--- src/rtl/mem_arbiter.sv ---
// Two-requester (fetch / load-store) arbiter onto a single memory port.
// Round-robin on ties, one transaction in flight, registered responses.
module mem_arbiter #(
  parameter int ADDR_W = 64,
  parameter int DATA_W = 64,
  parameter int MASK_W = 8
) (
  input  logic              clk,
  input  logic              rst,
  input  logic              if_req_valid,
  output logic              if_req_ready,
  input  logic [ADDR_W-1:0] if_addr,
  output logic              if_resp_valid,
  output logic [DATA_W-1:0] if_rdata,
  input  logic              ls_req_valid,
  output logic              ls_req_ready,
  input  logic [ADDR_W-1:0] ls_addr,
  input  logic              ls_wen,
  input  logic [DATA_W-1:0] ls_wdata,
  input  logic [MASK_W-1:0] ls_wmask,
  output logic              ls_resp_valid,
  output logic [DATA_W-1:0] ls_rdata,
  output logic              mem_req_valid,
  input  logic              mem_req_ready,
  output logic [ADDR_W-1:0] mem_addr,
  output logic              mem_wen,
  output logic [DATA_W-1:0] mem_wdata,
  output logic [MASK_W-1:0] mem_wmask,
  input  logic              mem_resp_valid,
  input  logic [DATA_W-1:0] mem_rdata
);

  typedef enum logic [1:0] {IDLE, REQ, WAIT} state_t;
  localparam logic OWN_IF = 1'b0;
  localparam logic OWN_LS = 1'b1;

  state_t            r_state;
  logic              r_last_grant;
  logic              r_owner;
  logic              r_mem_req_valid;
  logic [ADDR_W-1:0] r_addr;
  logic              r_wen;
  logic [DATA_W-1:0] r_wdata;
  logic [MASK_W-1:0] r_wmask;
  logic              r_if_resp_valid;
  logic              r_ls_resp_valid;
  logic [DATA_W-1:0] r_if_rdata;
  logic [DATA_W-1:0] r_ls_rdata;
  logic              w_grant_if;
  logic              w_grant_ls;

  // Ties go to whichever side did not win last; the two grants are mutually exclusive.
  assign w_grant_if = (r_state == IDLE) && if_req_valid &&
                      (!ls_req_valid || (r_last_grant == OWN_LS));
  assign w_grant_ls = (r_state == IDLE) && ls_req_valid &&
                      (!if_req_valid || (r_last_grant == OWN_IF));

  assign if_req_ready  = w_grant_if;
  assign ls_req_ready  = w_grant_ls;
  assign mem_req_valid = r_mem_req_valid;
  assign mem_addr      = r_addr;
  assign mem_wen       = r_wen;
  assign mem_wdata     = r_wdata;
  assign mem_wmask     = r_wmask;
  assign if_resp_valid = r_if_resp_valid;
  assign ls_resp_valid = r_ls_resp_valid;
  assign if_rdata      = r_if_rdata;
  assign ls_rdata      = r_ls_rdata;

  always_ff @(posedge clk) begin
    if (rst) begin
      r_state         <= IDLE;
      r_last_grant    <= OWN_LS;
      r_owner         <= OWN_IF;
      r_mem_req_valid <= 1'b0;
      r_addr          <= '0;
      r_wen           <= 1'b0;
      r_wdata         <= '0;
      r_wmask         <= '0;
      r_if_resp_valid <= 1'b0;
      r_ls_resp_valid <= 1'b0;
      r_if_rdata      <= '0;
      r_ls_rdata      <= '0;
    end else begin
      r_if_resp_valid <= 1'b0;
      r_ls_resp_valid <= 1'b0;
      case (r_state)
        IDLE: begin
          if (w_grant_if) begin
            r_addr          <= if_addr;
            r_wen           <= 1'b0;
            r_wdata         <= '0;
            r_wmask         <= '0;
            r_owner         <= OWN_IF;
            r_mem_req_valid <= 1'b1;
            r_state         <= REQ;
          end else if (w_grant_ls) begin
            r_addr          <= ls_addr;
            r_wen           <= ls_wen;
            r_wdata         <= ls_wdata;
            r_wmask         <= ls_wen ? ls_wmask : '0;
            r_owner         <= OWN_LS;
            r_mem_req_valid <= 1'b1;
            r_state         <= REQ;
          end
        end
        REQ: begin
          if (mem_req_ready) begin
            r_mem_req_valid <= 1'b0;
            r_state         <= WAIT;
          end
        end
        WAIT: begin
          if (mem_resp_valid) begin
            if (r_owner == OWN_IF) begin
              r_if_rdata      <= mem_rdata;
              r_if_resp_valid <= 1'b1;
            end else begin
              r_ls_rdata      <= mem_rdata;
              r_ls_resp_valid <= 1'b1;
            end
            r_last_grant <= r_owner;
            r_state      <= IDLE;
          end
        end
        default: r_state <= IDLE;
      endcase
    end
  end

endmodule

--- config.mk ---
export PLATFORM = sky130hd
export DESIGN_NAME = mem_arbiter
export DESIGN_NICKNAME = d
export VERILOG_FILES = /design/src/rtl/mem_arbiter.sv
export SDC_FILE = /design/constraint.sdc
export NUM_CORES = 1
export LEC_CHECK = 0
export ABC_CLOCK_PERIOD_IN_PS = 1500
export CAP_MARGIN = 0
export CORE_AREA = 2 2 211 213
export DETAILED_ROUTE_END_ITERATION = 10
export DIE_AREA = 0 0 213 215
export HOLD_SLACK_MARGIN = 0.15
export PLACE_DENSITY = 0.66
export SETUP_SLACK_MARGIN = 0.1
export SLEW_MARGIN = 20
export SYNTH_ARGS = -nofsm -noshare
export SYNTH_HDL_FRONTEND = slang
export SYNTH_SLANG_ARGS = --single-unit
--- constraint.sdc ---
create_clock -name clk -period 1.5 [get_ports clk]
set_input_delay 0.3 -clock clk [delete_from_list [all_inputs] [get_ports clk]]
set_output_delay 0.3 -clock clk [all_outputs]
set_load 0.01 [all_outputs]
==> metrics <==
Remaining Overflow, GRT 0; Synth Warn # 0; Syn Inst Count 1172; average size of a mapped cell 8.775 µm²; DP Cell Count ~2.2k; DP Area roughly 17000 µm²; syn_nets 1443; RePlAce Congestion 0.8165; maximum clock insertion buffer count 3; CP Capture Type output port; clk_lat worst skew 0.57 ns; Final Hold Vio Count 0; Seq/Total Area, Yosys 52.94%; critical path class reg2out; Max Fclk 0.5203 GHz; first-pass GRT wire length 65340 µm; drt total wl ~44000 µm; post-route minimum period 1.922 ns; failing checks setup timing; antenna-violating nets left 0; Die Wd roughly 210 µm; initial antenna violation count 1; DRC viols 0; I/O Pins between 500 and 600; Worst slew margin between 40% and 50%; Setup crit start kind flop; via count 11.60k; post-DP HPWL 29270 µm; via count of the first global-routing pass around 11k; # setup viols final 201; CTS buffer count 31; Layout area overhead 64.92%; Total GRT Usage 17.91%; period utilisation layout 128.1%; Final nets 1965; min-delay worst type in2reg; number of H-tree levels 1; most frequent cells in the layout buf_2 (268), clkdlybuf4s50_1 (267), dfxtp_1 (225); #FFs+latches synth 272; die height 215 µm; Post-Syn Area approximately 10000 µm²; Non-Filler Instances 2310; PwrDens ~1100 nW/µm²; status complete, but fails checks; number of synthesized flops with an enable pin 0; LEAKAGE 6.798 nW; CTS tree built; initial core utilization a little under a quarter; skew final 0.01971 ns; largest net degree at the start of global routing 87; die area 45800 µm²; clock root buffer clkbuf_16; clk sink count between 200 and 300; standard-cell rows 77; Worst VDD drop 734.1 µV; number of I/O port buffers 540; count of pins over their slew limit 0; clk slew on worst S/H paths ~0.06 ns; Netlist cell types 31; max-cap viol count 0; CORE AREA 43640 µm²; crit path max fanout 2; RSZ-0062 raised after global routing true; critical path arrival 1.62 ns; share of layout cells above drive strength 1 28.77%; commonest non-fill, non-tap cell in the layout buf_2; Routed wire per std cell about 19 µm; Vias/cell 5.020; worst-margin pin slew 0.7753 ns; DR iter-0 viols 896; Async S/R FF share, synth 0%; fin worst setup slack -0.4219 ns; fin area 16960 µm²; Worst EP required 1.20 ns; Synth Flop Type dfxtp_1; 1st-pass router iterations 5
-- cells in the mapped netlist, types with 5 or more instances --
cell type    n  area share, %
a21oi_1    205             10
a22o_1      64            5.5
a311oi_1    64            5.5
buf_1       14           0.51
buf_2       45            2.2
clkbuf_1    79            2.9
dfxtp_1    272             53
nand2_1    129            4.7
nand3_1     65            3.2
nand4_1     72            4.4
nor2_1       5           0.18
o21ai_0    128            6.2
o21ai_1      9           0.44
-- area by class of cell --
type                       instances  area [µm²]
antenna                            1       2.502
clock buffer                      41       863.3
clock inverter                    15       151.4
fill                            4433       26680
multi-input combinational        760        4441
sequential                       272        5509
tap                              592       740.7
timing repair buffer             629        5254
-- report_power, final --
| group | total (mW) | switching (mW) | internal, mW | leakage, nW |
|---|---|---|---|---|
| sequential | 7.77 | 0.191 | 7.58 | 2.23 |
| combinational | 3.41 | 1.69 | 1.72 | 4.08 |
| clock | 7.50 | 3.11 | 4.38 | 0.481 |
| total | 18.7 | 5.00 | 13.7 | 6.80 |
-- worst max-delay path: stages (launching register included) --
cell     delay [ns]
dfxtp_2        0.33
or3b_4         0.41
nor2_4         0.10
buf_6          0.12
buf_6          0.09
-- state kept, by name, summed over array words and instances, names as in the netlist --
signal,count
mem_req_valid,1
mem_wdata,64
ls_resp_valid,1
if_resp_valid,1
mem_wmask,8
r_last_grant,1
ls_rdata,64
r_owner,1
mem_wen,1
mem_addr,64
if_rdata,64
r_state,2
-- layer usage --
layer	vias to the layer above	global-route usage (%)	routed length [µm]
li1	5381	-	-
met1	5504	22.29	17910
met2	603	28.88	19850
met3	106	4.603	4064
met4	2	8.159	1857
met5	-	0	13
-- final timing paths --
check | startpoint | end | slack [ns] | cells after the start
setup reg to reg | r_state[1] | mem_wdata[14] | -0.16 | 8
setup / recovery | r_state[1] | if_req_ready | -0.42 | 4
hold reg to reg | if_rdata[22] | if_rdata[22] | 0.45 | 2
hold / removal | ls_req_valid | mem_wdata[30] | 0.18 | 4
-- stage by stage --
step	worst slack (ns)	hold WS (ns)	total power, mW	util (%)	TNS (ns)
detailed placement	-0.4935	0.4465	11.26	38.32	-78.76
global route	-0.4786	0.1730	19.46	38.86	-31.84
floorplan	0.07585	0.4255	9.183	-	0
global placement	-0.4972	0.4415	11.22	38.32	-70.27
CTS	-0.4552	0.1565	18.81	38.67	-13.66
finish	-0.4219	0.1783	18.68	38.86	-15.49
-- logic make-up (layout without fill, tap and decap cells) --
family | Yosys count | count (layout) | share of synthesized area [%]
AO/OA/AOI/OAI | 473 | 473 | 27.77
buffers and inverters | 140 | 685 | 5.706
flip-flops | 272 | 272 | 52.94
other | 0 | 1 | 0
AND/OR/NAND/NOR | 287 | 287 | 13.58
-- repair_timing --
| action | CTS | global route |
|---|---|---|
| gates resized for setup | 1189 | 35 |
| pin swaps | 17 | 21 |
| hold endpoints to repair | 1 | 0 |
| hold buffers | 1 | 0 |
| gates cloned | 8 | 0 |
| setup endpoints to repair | 529 | 303 |
| setup buffers | 7 | 0 |
Power figures use the tool's default switching activity.
